--- src/rtl/uart_rx_cfg.sv ---
// Runtime-configurable UART receiver: 5..DBIT_MAX data bits, none/even/odd parity, 1/2 stop, 3-sample majority.
// Latency: rx_done_tick one clk after the s_tick that ends the last stop bit; rx falling edge to start in 2-3 clk.
// No backpressure: dout/flags hold until the next frame, so the consumer must capture them on rx_done_tick.
module uart_rx_cfg #(
  parameter int DBIT_MAX = 8,
  parameter int OVS      = 16
) (
  input  logic                clk,
  input  logic                reset_n,
  input  logic                s_tick,
  input  logic                rx,
  input  logic [1:0]          cfg_dbits,
  input  logic [1:0]          cfg_parity,
  input  logic                cfg_stop2,
  output logic                rx_done_tick,
  output logic [DBIT_MAX-1:0] dout,
  output logic                parity_err,
  output logic                frame_err,
  output logic                break_det
);
  localparam int SW = $clog2(OVS);
  localparam int NW = 4;
  localparam logic [SW-1:0] S_LAST = SW'(OVS - 1);
  localparam logic [SW-1:0] S_SMP0 = SW'(OVS / 2 - 1);
  localparam logic [SW-1:0] S_SMP1 = SW'(OVS / 2);
  localparam logic [SW-1:0] S_SMP2 = SW'(OVS / 2 + 1);

  typedef enum logic [2:0] {
    ST_IDLE, ST_START, ST_DATA, ST_PAR, ST_STOP, ST_RECOV
  } state_t;

  state_t              state, state_nxt;
  logic                rx_meta, rx_s;
  logic [SW-1:0]       s;
  logic [2:0]          smp;
  logic                maj, decide;
  logic [NW-1:0]       n, nbits_l, nbits_cfg;
  logic                par_en_l, par_odd_l, stop2_l;
  logic [DBIT_MAX-1:0] sh;
  logic                dpar, zero_run, ferr_pend, perr_pend;
  logic                start_frame, shift_en, par_chk, stop_chk, finish;

  assign maj    = (smp[0] & smp[1]) | (smp[0] & smp[2]) | (smp[1] & smp[2]);
  assign decide = s_tick && (s == S_LAST);

  // Data-bit count from config, clamped to what dout can hold.
  always_comb begin
    nbits_cfg = NW'(cfg_dbits) + NW'(5);
    if (nbits_cfg > NW'(DBIT_MAX)) nbits_cfg = NW'(DBIT_MAX);
  end

  // Two-flop synchroniser for the asynchronous line; idles high.
  always_ff @(posedge clk or negedge reset_n) begin
    if (!reset_n) begin
      rx_meta <= 1'b1;
      rx_s    <= 1'b1;
    end else begin
      rx_meta <= rx;
      rx_s    <= rx_meta;
    end
  end

  // State register.
  always_ff @(posedge clk or negedge reset_n) begin
    if (!reset_n) state <= ST_IDLE;
    else          state <= state_nxt;
  end

  // Next-state and per-bit action strobes; every transition except idle/recover waits for the bit decision.
  always_comb begin
    state_nxt   = state;
    start_frame = 1'b0;
    shift_en    = 1'b0;
    par_chk     = 1'b0;
    stop_chk    = 1'b0;
    finish      = 1'b0;
    case (state)
      ST_IDLE:  if (!rx_s) begin
                  state_nxt   = ST_START;
                  start_frame = 1'b1;
                end
      ST_START: if (decide) state_nxt = maj ? ST_IDLE : ST_DATA;
      ST_DATA:  if (decide) begin
                  shift_en = 1'b1;
                  if (n == nbits_l - NW'(1)) state_nxt = par_en_l ? ST_PAR : ST_STOP;
                end
      ST_PAR:   if (decide) begin
                  par_chk   = 1'b1;
                  state_nxt = ST_STOP;
                end
      ST_STOP:  if (decide) begin
                  stop_chk = 1'b1;
                  if (n[0] == stop2_l) begin
                    finish    = 1'b1;
                    // A low stop bit may mean a held-low line; wait for it to rise first.
                    state_nxt = (ferr_pend || !maj) ? ST_RECOV : ST_IDLE;
                  end
                end
      ST_RECOV: if (rx_s) state_nxt = ST_IDLE;
      default:  state_nxt = ST_IDLE;
    endcase
  end

  // Oversampling tick counter; held at zero while idle so a tick on the falling-edge cycle is not counted.
  always_ff @(posedge clk or negedge reset_n) begin
    if (!reset_n)                                    s <= '0;
    else if (state == ST_IDLE || state == ST_RECOV)  s <= '0;
    else if (s_tick)                                 s <= (s == S_LAST) ? '0 : s + SW'(1);
  end

  // Capture the three mid-bit samples used by the majority vote.
  always_ff @(posedge clk or negedge reset_n) begin
    if (!reset_n) begin
      smp <= '0;
    end else if (state != ST_IDLE && s_tick) begin
      if (s == S_SMP0) smp[0] <= rx_s;
      if (s == S_SMP1) smp[1] <= rx_s;
      if (s == S_SMP2) smp[2] <= rx_s;
    end
  end

  // Frame datapath: config latch, shift register, running parity, pending error flags.
  always_ff @(posedge clk or negedge reset_n) begin
    if (!reset_n) begin
      nbits_l   <= '0;
      par_en_l  <= 1'b0;
      par_odd_l <= 1'b0;
      stop2_l   <= 1'b0;
      n         <= '0;
      sh        <= '0;
      dpar      <= 1'b0;
      zero_run  <= 1'b0;
      ferr_pend <= 1'b0;
      perr_pend <= 1'b0;
    end else if (start_frame) begin
      nbits_l   <= nbits_cfg;
      par_en_l  <= cfg_parity == 2'b01 || cfg_parity == 2'b10;
      par_odd_l <= cfg_parity == 2'b10;
      stop2_l   <= cfg_stop2;
      n         <= '0;
      sh        <= '0;
      dpar      <= 1'b0;
      zero_run  <= 1'b1;
      ferr_pend <= 1'b0;
      perr_pend <= 1'b0;
    end else if (shift_en) begin
      sh       <= {maj, sh[DBIT_MAX-1:1]};
      dpar     <= dpar ^ maj;
      zero_run <= zero_run & ~maj;
      n        <= (n == nbits_l - NW'(1)) ? '0 : n + NW'(1);
    end else if (par_chk) begin
      perr_pend <= par_odd_l ? ~(dpar ^ maj) : (dpar ^ maj);
      zero_run  <= zero_run & ~maj;
    end else if (stop_chk) begin
      if (!maj) ferr_pend <= 1'b1;
      zero_run <= zero_run & ~maj;
      n        <= n + NW'(1);
    end
  end

  // Frame outputs: update only when a frame completes, otherwise hold.
  always_ff @(posedge clk or negedge reset_n) begin
    if (!reset_n) begin
      rx_done_tick <= 1'b0;
      dout         <= '0;
      parity_err   <= 1'b0;
      frame_err    <= 1'b0;
      break_det    <= 1'b0;
    end else begin
      rx_done_tick <= finish;
      if (finish) begin
        dout       <= sh >> (NW'(DBIT_MAX) - nbits_l);
        parity_err <= perr_pend;
        frame_err  <= ferr_pend | ~maj;
        break_det  <= zero_run & ~maj;
      end
    end
  end

endmodule

--- config.mk ---
export PLATFORM = sky130hd
export DESIGN_NAME = uart_rx_cfg
export DESIGN_NICKNAME = d
export VERILOG_FILES = /design/src/rtl/uart_rx_cfg.sv
export SDC_FILE = /design/constraint.sdc
export NUM_CORES = 1
export LEC_CHECK = 0
export ABC_AREA = 1
export ABC_CLOCK_PERIOD_IN_PS = 2800
export CAP_MARGIN = 25
export CORE_MARGIN = 2
export CORE_UTILIZATION = 35
export DETAILED_ROUTE_END_ITERATION = 12
export SLEW_MARGIN = 25
export SYNTH_ARGS = -nofsm -noshare
export SYNTH_HDL_FRONTEND = slang
export SYNTH_SLANG_ARGS = --single-unit
--- constraint.sdc ---
create_clock -name clk -period 2.8 [get_ports clk]
set_input_delay 0.42 -clock clk [delete_from_list [all_inputs] [get_ports clk]]
set_output_delay 0.42 -clock clk [all_outputs]
set_load 0.02 [all_outputs]
==> out/results.txt, run 1 <==
post_cts resized - 0
Power, Total - 0.00262 W
grt ovf - 0
htree depth - 2
WP buf/inv - 2
most frequent cells in the layout - nand2_1, dfrtp_1, inv_1, nand3_1, o21ai_0
iteration-0 DRC count of the detailed router - 110
cell family with the largest share of critical-path delay - simple AND/OR/NAND/NOR gates
critical path depth in cells - 12
vias in the first global route - 1989
Filler cells - 747
initial antenna violation count - 0
Clk pin slew, worst setup/hold paths - 0.09 ns
register area share after synthesis - 0.458
Total GRT Usage - 0.137
peak per-stage delay on the critical path - 0.59 ns
Die Wd - 89.8 microns
total area of sequential cells - 0.00118 sq mm
Crit. Startpoint - nbits_l[0]$_DFFE_PN0P_
Critical Path AT - 2.51 ns
PortBufs - 20
CTS Sinks - 47
#FFs+latches synth - 47
crit-path max FO - 16
Worst Max-Slew Pin Slew - 0.492 ns
# setup viols final - 0
Die Footprint - 0.00806 sq mm
drt pass-1 iters - 4
Final Util - 0.419
routed wire length - 5.21 mm
mean post-synth cell area - 8.00 sq um
Worst setup EP type - flip-flop
Clk Latency, worst-skew pair - 0.30 ns
Top Ports - 21
chip height - 89.8 microns
diode count - 0
status - completed
Design Area, Final - 0.00301 sq mm
Max rail drop VDD - 299 uV
crit path kind - reg -> reg
mean number of vias per cell - 4.80
Nets - 363
CTS tree - yes
instance area after placement - 0.00287 sq mm
Fin Setup TNS - 0 ns
unique cell type count in the Yosys netlist - 31
Fmax - 431 MHz
Yosys warnings - 0
root buffer cell - clkbuf_8
worst clock skew - 0.0108 ns
RSZ-0062 raised after global routing - false
Final Max Slew Viols - 0
Routed Antenna Nets - 0
Post-Syn Nets - 340
Final Cycle Share - 0.828
fraction of layout cells with a size suffix above 1 - 0.101
critical-path cell list - inv_1 -> ha_1 -> inv_1 -> nand2_1 -> nand2_1 -> nand3_1 -> nor2_1 -> nand2_1 -> nand2_1 -> nand2_2 -> nand2_1 -> nand2_1
leak pwr - 1.47 nW
Final Hold Fails - 0
Starting Density - 0.359
most frequent cell on the critical path - nand2_1
largest net degree at the start of global routing - 27
MaxCap Viol Count - 0
# hold bufs at CTS - 0
Syn Inst Count - 322
Max transition margin - 0.672
CORE AREA - 0.00718 sq mm
Worst R2R Path Depth - 12
post-DP HPWL - 3.92 mm
Tmin final - 2.32 ns
slowest stage cell, crit path - dfrtp_1
area added between synthesis and finish - 16.7%
site row count - 31
CTS buffer count - 5
Pwr per Cell Area - 871 mW/mm^2
Worst EP required - 2.99 ns
commonest non-fill, non-tap cell in the layout - nand2_1
Netlist Area Pre-Place - 0.00258 sq mm
footprint of the multi-input gates - 0.00121 sq mm
Reg2Reg Launch Point - nbits_l[0]$_DFFE_PN0P_
Setup Buffers After CTS - 0
# DRC - 0
Routability Congestion - 0.846
detailed-route via count - 2135
post-DR wirelength/cell - 11.7 microns
Max Buffers Root-to-Sink - 2
first-pass GRT wire length - 9.09 mm
Hold Path Class - in -> async
Critical Path Start Type - flip-flop
power by group:
group / leakage [nW] / switching [W] / internal [W]
clock network: 0.0644 / 0.000236 / 0.000356
logic: 0.774 / 0.000695 / 0.000366
registers: 0.628 / 0.000154 / 0.000810
total: 1.47 / 0.00108 / 0.00153
kinds of logic (layout without fill, tap and decap cells):
kind of cell	after synthesis	after routing	synth area share
XOR/XNOR	5	5	0.0170
flip-flops	47	47	0.458
adder cells (fa/ha/maj)	9	9	0.0437
buffers and inverters	45	69	0.0714
AND/OR/NAND/NOR	163	163	0.292
AO/OA/AOI/OAI	53	53	0.119
flip-flops by register name (all words and copies together) (netlist names):
register	count
state	3
rx_done_tick	1
rx_meta	1
par_odd_l	1
perr_pend	1
stop2_l	1
zero_run	1
parity_err	1
n	4
smp	3
dpar	1
dout	8
break_det	1
par_en_l	1
s	4
rx_s	1
sh	8
ferr_pend	1
nbits_l	4
frame_err	1
metal layers:
| metal | share of wire | up-vias | GRT usage |
|---|---|---|---|
| li1 | - | 1085 | - |
| met1 | 0.47 | 1001 | 0.175 |
| met2 | 0.49 | 45 | 0.233 |
| met3 | 0.034 | 4 | 0.0327 |
| met4 | 0.0094 | 0 | 0.0385 |
| met5 | 0 | - | 0 |
worst reg2reg max path, stage by stage (launching register included):
cell and delay [ns]:
dfrtp_1 0.59, inv_1 0.22, ha_1 0.47, inv_1 0.19, nand2_1 0.07, nand2_1 0.07, nand3_1 0.07, nor2_1 0.15
nand2_1 0.07, nand2_1 0.13, nand2_2 0.09, nand2_1 0.07, nand2_1 0.05
cell type report:
class,count,area share
clock buffer,5,0.0229
clock inverter,3,0.0225
inverter,40,0.0500
multi-input combinational,230,0.404
sequential,47,0.392
tap,99,0.0412
timing repair buffer,21,0.0674
path summary, 6_finish.rpt:
kind,to,slack [ns]
min reg2reg,rx_s$_DFF_PN1_,0.36
max in group asynchronous,rx_s$_DFF_PN1_,1.95
max reg2reg,state[2]$_DFFE_PN0P_,0.48
min,dout[1]$_DFFE_PN0P_,0.07
max,state[2]$_DFFE_PN0P_,0.48
min in group clk,rx_s$_DFF_PN1_,0.36
metrics by stage:
step / std cells / hold slack [ns] / worst slack (ns)
floorplan: 322 / 0.124 / 1.09
global placement: 437 / 0.345 / 0.582
detailed placement: 437 / 0.350 / 0.500
CTS: 445 / 0.0852 / 0.473
global route: 445 / 0.102 / 0.185
finish: 445 / 0.0723 / 0.480
Yosys cell counts:
| master | n | area, sq um |
|---|---|---|
| a211oi_1 | 1 | 7.51 |
| a21oi_1 | 5 | 25.0 |
| a21oi_2 | 1 | 8.76 |
| a22oi_1 | 1 | 7.51 |
| buf_2 | 3 | 15.0 |
| buf_4 | 1 | 7.51 |
| buf_6 | 1 | 11.3 |
| dfrtp_1 | 45 | 1130 |
| dfstp_2 | 2 | 52.6 |
| ha_1 | 9 | 113 |
| inv_1 | 36 | 135 |
| inv_2 | 4 | 15.0 |
| nand2_1 | 100 | 375 |
| nand2_2 | 7 | 43.8 |
| nand2_4 | 2 | 22.5 |
| nand3_1 | 29 | 145 |
| nand3b_1 | 1 | 7.51 |
| nand4_1 | 2 | 12.5 |
| nor2_1 | 11 | 41.3 |
| nor2_2 | 3 | 18.8 |
| nor2_4 | 2 | 22.5 |
| nor2_8 | 2 | 40.0 |
| nor3_1 | 2 | 10.0 |
| o211ai_1 | 4 | 30.0 |
| o21ai_0 | 26 | 130 |
| o21ai_1 | 2 | 10.0 |
| o21bai_1 | 1 | 7.51 |
| o22ai_1 | 9 | 56.3 |
| o31ai_1 | 3 | 22.5 |
| or2_2 | 2 | 12.5 |
| xor2_1 | 5 | 43.8 |
Power figures use the tool's default switching activity.
==> run 2: changes to the inputs <==
Settings changed: ABC_CLOCK_PERIOD_IN_PS 2800 to 1900.
Clock period 2.8 ns to 1.9 ns, I/O delays scaled along.
==> run 2 against run 1 <==
  * Sequential power rose by 43%
  * Non-clock buffer count rose by 14
  * Die area stayed put
  * Clock skew shrank 0.0032 ns
  * Sequential cell count unchanged
  * Final cell count increased by 3.1%
  * Wire length increased by 2.5%
  * Register-to-register slack got worse by 0.30 ns
  * Utilization up 1.3 points
  * Global-route usage up 0.33 points
  * Highest routed layer unchanged
  * Worst hold slack better by 0.29 ns
  * Largest cell class unchanged
==> out/results.txt, run 2 (synthesis gave the netlist of run 1 again) <==
MaxCap Viol Count - 0 (unchanged)
post-DR wirelength/cell - 11.6 microns (was 11.7 microns)
RSZ-0062 raised after global routing - false (unchanged)
PortBufs - 20 (unchanged)
Routability Congestion - 0.841 (was 0.846)
Die Wd - 89.8 microns (unchanged)
Final Cycle Share - 0.904 (was 0.828)
Die Footprint - 0.00806 sq mm (unchanged)
status - completed (unchanged)
vias in the first global route - 2155 (was 1989)
Filler cells - 718 (was 747)
Worst EP required - 2.08 ns (was 2.99 ns)
Fin Setup TNS - 0 ns (unchanged)
Max rail drop VDD - 539 uV (was 299 uV)
Crit. Startpoint - nbits_l[0]$_DFFE_PN0P_ (unchanged)
# setup viols final - 0 (unchanged)
peak per-stage delay on the critical path - 0.39 ns (was 0.59 ns)
Pwr per Cell Area - 1240 mW/mm^2 (was 871 mW/mm^2)
biggest regs - dout: 8 flops, sh: 8 flops (unchanged)
Final Max Slew Viols - 0 (unchanged)
routed wire length - 5.34 mm (was 5.21 mm)
hold_ws - 0.361 ns (was 0.0723 ns)
CTS tree - yes (unchanged)
mean number of vias per cell - 4.76 (was 4.80)
commonest non-fill, non-tap cell in the layout - nand2_1 (unchanged)
CTS buffer count - 5 (unchanged)
Clk pin slew, worst setup/hold paths - 0.09 ns (about the same)
first-pass GRT wire length - 9.39 mm (was 9.09 mm)
Final Hold Fails - 0 (unchanged)
Critical Path AT - 1.90 ns (was 2.51 ns)
initial antenna violation count - 0 (unchanged)
Critical Path Start Type - flip-flop (unchanged)
Worst Max-Slew Pin Slew - 0.541 ns (was 0.492 ns)
site row count - 31 (unchanged)
Total GRT Usage - 0.140 (was 0.137)
Reg2Reg Launch Point - nbits_l[0]$_DFFE_PN0P_ (unchanged)
drt pass-1 iters - 4 (unchanged)
slowest stage cell, crit path - dfrtp_1 (unchanged)
cell family with the largest share of critical-path delay - simple AND/OR/NAND/NOR gates (unchanged)
Worst R2R Path Depth - 8 (was 12)
critical-path cell list - inv_1 -> ha_1 -> buf_4 -> nand2_1 -> o21ai_0 -> or2_2 -> o211ai_1 -> nand2_1 (was inv_1 -> ha_1 -> inv_1 -> nand2_1 -> nand2_1 -> nand3_1 -> nor2_1 -> nand2_1 -> nand2_1 -> nand2_2 -> nand2_1 -> nand2_1)
worst clock skew - 0.00762 ns (was 0.0108 ns)
area added between synthesis and finish - 20.3% (was 16.7%)
critical path depth in cells - 8 (was 12)
diode count - 0 (unchanged)
Starting Density - 0.359 (unchanged)
Clk Latency, worst-skew pair - 0.29 ns (was 0.30 ns)
Worst R2R Setup Slack - 0.18 ns (was 0.48 ns)
Routed Antenna Nets - 0 (unchanged)
chip height - 89.8 microns (unchanged)
Final Util - 0.432 (was 0.419)
WP buf/inv - 2 (unchanged)
grt ovf - 0 (unchanged)
Power, Total - 0.00385 W (was 0.00262 W)
fraction of layout cells with a size suffix above 1 - 0.131 (was 0.101)
most frequent cell on the critical path - nand2_1 (unchanged)
Fmax - 582 MHz (was 431 MHz)
most frequent cells in the layout - nand2_1, dfrtp_1, inv_1, nand3_1, o21ai_0 (unchanged)
CORE AREA - 0.00718 sq mm (unchanged)
Tmin final - 1.72 ns (was 2.32 ns)
detailed-route via count - 2185 (was 2135)
# DRC - 0 (unchanged)
pre-CTS WS - 0.110 ns (was 0.500 ns)
Final WS setup - 0.183 ns (was 0.480 ns)
Worst setup EP type - flip-flop (unchanged)
crit path kind - reg -> reg (unchanged)
crit-path max FO - 9 (was 16)
Max Buffers Root-to-Sink - 2 (unchanged)
Top Ports - 21 (unchanged)
capture point of the critical path - dout[0]$_DFFE_PN0P_ (was state[2]$_DFFE_PN0P_)
Max transition margin - 0.639 (was 0.672)
htree depth - 2 (unchanged)
leak pwr - 1.52 nW (was 1.47 nW)
Hold Path Class - reg -> reg (was in -> async)
largest net degree at the start of global routing - 27 (unchanged)
Critical R2R Capture - dout[0]$_DFFE_PN0P_ (was state[2]$_DFFE_PN0P_)
iteration-0 DRC count of the detailed router - 55 (was 110)
Nets - 377 (was 363)
post-DP HPWL - 4.12 mm (was 3.92 mm)
root buffer cell - clkbuf_8 (unchanged)
CTS Sinks - 47 (unchanged)
-- run 2: timing repair --
action / CTS / global route
hold endpoints to repair: 21 / 0
hold buffers: 1 / 0
setup endpoints to repair: 0 / 3
gates resized for setup: 0 / 1
buffers inserted: 0 / 1
-- run 2: area by class of cell --
| type | instances | area, sq um | area share |
|---|---|---|---|
| multi-input cells | 230 | 1220 | 0.393 |
| flip-flops and latches | 47 | 1180 | 0.380 |
| repair buffers | 35 | 323 | 0.104 |
| inverters | 40 | 150 | 0.0485 |
| well taps | 99 | 124 | 0.0400 |
| clock buffers | 7 | 76.3 | 0.0246 |
| clock inverters | 1 | 30.0 | 0.00969 |
-- run 2: report_power, final --
part | internal (W) | total [W] | leakage [nW] | switching (W)
registers | 0.00119 | 0.00138 | 0.628 | 0.000188
logic | 0.000643 | 0.00175 | 0.841 | 0.00111
clock network | 0.000394 | 0.000718 | 0.0524 | 0.000324
-- run 2: worst register-to-register path, stage by stage (launching register included) --
cell and delay (ns):
dfrtp_1 0.39, inv_1 0.12, ha_1 0.28, buf_4 0.18, nand2_1 0.06, o21ai_0 0.13
or2_2 0.30, o211ai_1 0.09, nand2_1 0.07
-- run 2: worst min-delay path by stage --
stage                           start                     to  slack [ns]  cells past startpoint
floorplan                     reset_n  break_det$_DFFE_PN0P_       -0.01                      0
global placement              reset_n    dout[0]$_DFFE_PN0P_        0.30                      1
detailed placement            reset_n    dout[0]$_DFFE_PN0P_        0.30                      1
CTS                 rx_meta$_DFF_PN1_         rx_s$_DFF_PN1_        0.36                      0
global route        rx_meta$_DFF_PN1_         rx_s$_DFF_PN1_        0.36                      0
finish              rx_meta$_DFF_PN1_         rx_s$_DFF_PN1_        0.36                      0
-- run 2: per-layer routing --
layer	global-route usage	routed length (microns)	up-vias
met5	0	0	-
met4	0.0397	29	0
met3	0.0277	165	2
met2	0.244	2650	35
met1	0.178	2490	1031
li1	-	-	1117
-- run 2: metrics by stage --
step | std cells | area [sq um]
after floorplan | 322 | 2580
after global placement | 449 | 2970
after detailed placement | 449 | 2970
after CTS | 458 | 3090
after global routing | 459 | 3100
final | 459 | 3100
==> run 3: changes to the inputs <==
Settings changed: ABC_CLOCK_PERIOD_IN_PS 1900 to 1850, DONT_BUFFER_PORTS set to 1.
Clock period 1.9 ns to 1.85 ns, I/O delays scaled along.
==> run 3 against run 2 <==
  * Via count down 3.2%
  * Non-clock buffer count down 23
  * Critical path depth up 4
  * Maximum frequency up 4.1%
  * Sequential cell count unchanged
  * Total power up 0.91%
  * Clock power down 3.9%
  * Wire length down 0.90%
  * Utilization down 2.7 points
  * Combinational power about the same
==> out/results.txt, run 3 (synthesis gave the netlist of run 1 again) <==
grt ovf - 0 (unchanged)
Tmin final - 1.65 ns (was 1.72 ns)
met2 wire length - 2.49 mm (was 2.65 mm)
Final Hold Fails - 0 (unchanged)
site row count - 31 (unchanged)
critical path depth in cells - 12 (was 8)
Placed Instances - 425 (was 449)
PortBufs - 0 (was 20)
post-DP HPWL - 3.97 mm (was 4.12 mm)
most frequent cells in the layout - nand2_1, dfrtp_1, inv_1, nand3_1, o21ai_0 (unchanged)
chip height - 89.8 microns (unchanged)
initial antenna violation count - 0 (unchanged)
Die Footprint - 0.00806 sq mm (unchanged)
non-filler cells, final - 436 (was 459)
Critical Path AT - 1.84 ns (was 1.90 ns)
M1 wire length - 2.55 mm (was 2.49 mm)
Routability Congestion - 0.811 (was 0.841)
Reg2Reg Launch Point - nbits_l[0]$_DFFE_PN0P_ (unchanged)
capture point of the critical path - state[2]$_DFFE_PN0P_ (was dout[0]$_DFFE_PN0P_)
Worst EP required - 2.05 ns (was 2.08 ns)
root buffer cell - clkbuf_8 (unchanged)
peak per-stage delay on the critical path - 0.40 ns (was 0.39 ns)
Routed Antenna Nets - 0 (unchanged)
status - completed (unchanged)
fraction of layout cells with a size suffix above 1 - 0.139 (was 0.131)
post-DR wirelength/cell - 12.1 microns (was 11.6 microns)
iteration-0 DRC count of the detailed router - 102 (was 55)
RSZ-0062 raised after global routing - false (unchanged)
Fmax - 606 MHz (was 582 MHz)
CORE AREA - 0.00718 sq mm (unchanged)
Critical R2R Capture - state[2]$_DFFE_PN0P_ (was dout[0]$_DFFE_PN0P_)
MaxCap Viol Count - 0 (unchanged)
largest net degree at the start of global routing - 48 (was 27)
hold depth - 1 (was 0)
Worst setup EP type - flip-flop (unchanged)
Worst Max-Slew Pin Slew - 0.364 ns (was 0.541 ns)
CTS buffer count - 5 (unchanged)
routed wire length - 5.29 mm (was 5.34 mm)
Final Max Slew Viols - 0 (unchanged)
Pwr per Cell Area - 1340 mW/mm^2 (was 1240 mW/mm^2)
htree depth - 2 (unchanged)
Max rail drop VDD - 560 uV (was 539 uV)
CTS Sinks - 47 (unchanged)
Max Buffers Root-to-Sink - 2 (unchanged)
critical-path cell list - inv_2 -> ha_1 -> inv_1 -> nand2_1 -> nand2_1 -> nand3_1 -> nor2_1 -> nand2_1 -> nand2_2 -> nand2_2 -> nand2_1 -> nand2_1 (was inv_1 -> ha_1 -> buf_4 -> nand2_1 -> o21ai_0 -> or2_2 -> o211ai_1 -> nand2_1)
most frequent cell on the critical path - nand2_1 (unchanged)
Worst R2R Path Depth - 12 (was 8)
Hold Path Class - in -> reg (was reg -> reg)
first-pass GRT wire length - 9.33 mm (was 9.39 mm)
area added between synthesis and finish - 12.7% (was 20.3%)
# DRC - 0 (unchanged)
CTS tree - yes (unchanged)
Clk pin slew, worst setup/hold paths - 0.09 ns (about the same)
Top Ports - 21 (unchanged)
Final Cycle Share - 0.892 (was 0.904)
crit path kind - reg -> reg (unchanged)
Total GRT Usage - 0.140 (about the same)
WP buf/inv - 2 (unchanged)
crit-path max FO - 6 (was 9)
biggest regs - dout: 8 flops, sh: 8 flops (unchanged)
Nets - 354 (was 377)
drt pass-1 iters - 4 (unchanged)
vias in the first global route - 2040 (was 2155)
Worst R2R Setup Slack - 0.20 ns (was 0.18 ns)
Max transition margin - 0.755 (was 0.639)
met3 WL post-DR - 189 microns (was 165 microns)
commonest non-fill, non-tap cell in the layout - nand2_1 (unchanged)
Final WS setup - 0.200 ns (was 0.183 ns)
highest metal used - met4 (unchanged)
Starting Density - 0.359 (unchanged)
Fin Setup TNS - 0 ns (unchanged)
Clk Latency, worst-skew pair - 0.30 ns (was 0.29 ns)
hold_ws - 0.0861 ns (was 0.361 ns)
detailed-route via count - 2114 (was 2185)
diode count - 0 (unchanged)
Crit. Startpoint - nbits_l[0]$_DFFE_PN0P_ (unchanged)
Die Wd - 89.8 microns (unchanged)
Power, Total - 0.00389 W (was 0.00385 W)
# setup viols final - 0 (unchanged)
worst clock skew - 0.00708 ns (was 0.00762 ns)
cell family with the largest share of critical-path delay - simple AND/OR/NAND/NOR gates (unchanged)
Critical Path Start Type - flip-flop (unchanged)
slowest stage cell, crit path - dfrtp_1 (unchanged)
leak pwr - 1.45 nW (was 1.52 nW)
pre-CTS WS - 0.100 ns (was 0.110 ns)
mean number of vias per cell - 4.85 (was 4.76)
-- run 3: per-layer routing --
layer  global-route usage  vias up
met4               0.0410        0
met1                0.184      993
met5                    0        -
met3               0.0293        7
met2                0.235       41
li1                     -     1073
-- run 3: repair_timing --
action | 4_1_cts | 5_1_grt
gates resized for setup | 0 | 5
endpoints found under the setup margin | 0 | 11
hold buffers | 3 | 0
setup buffers | 0 | 0
hold endpoints to repair | 48 | 0
-- run 3: worst reg2reg max path, delay by kind of cell (launching register included) --
family        cells  cell delay [ns]
flops             1             0.40
fa+ha+maj         1             0.26
buf+inv           2             0.19
simple gates      9             0.70
-- run 3: layout make-up --
| type | instances | area (sq um) |
|---|---|---|
| clock buffer | 7 | 96.3 |
| inverter | 40 | 150 |
| sequential | 47 | 1180 |
| multi-input combinational | 230 | 1230 |
| clock inverter | 1 | 7.51 |
| timing repair buffer | 12 | 115 |
| tap | 99 | 124 |
| fill | 724 | 4270 |
-- run 3: worst min path at each step --
| stage | slack, ns | to | from |
|---|---|---|---|
| CTS | 0.08 | nbits_l[0]$_DFFE_PN0P_ | cfg_dbits[0] |
| global placement | -0.02 | dout[1]$_DFFE_PN0P_ | reset_n |
| finish | 0.09 | nbits_l[0]$_DFFE_PN0P_ | cfg_dbits[0] |
| global route | 0.06 | nbits_l[0]$_DFFE_PN0P_ | cfg_dbits[0] |
| floorplan | -0.02 | break_det$_DFFE_PN0P_ | reset_n |
| detailed placement | -0.02 | dout[6]$_DFFE_PN0P_ | reset_n |
-- run 3: report_power, final --
group | total (W) | internal, W | switching (W)
Sequential | 0.00143 | 0.00123 | 0.000207
Clock | 0.000690 | 0.000340 | 0.000349
Combinational | 0.00177 | 0.000654 | 0.00111
Total | 0.00389 | 0.00222 | 0.00167
-- run 3: metrics by stage --
stage	util	instance area (sq um)
2_1_floorplan	-	2580
3_3_place_gp	0.381	2730
3_5_place_dp	0.381	2730
4_1_cts	0.402	2890
5_1_grt	0.405	2900
6_report	0.405	2900
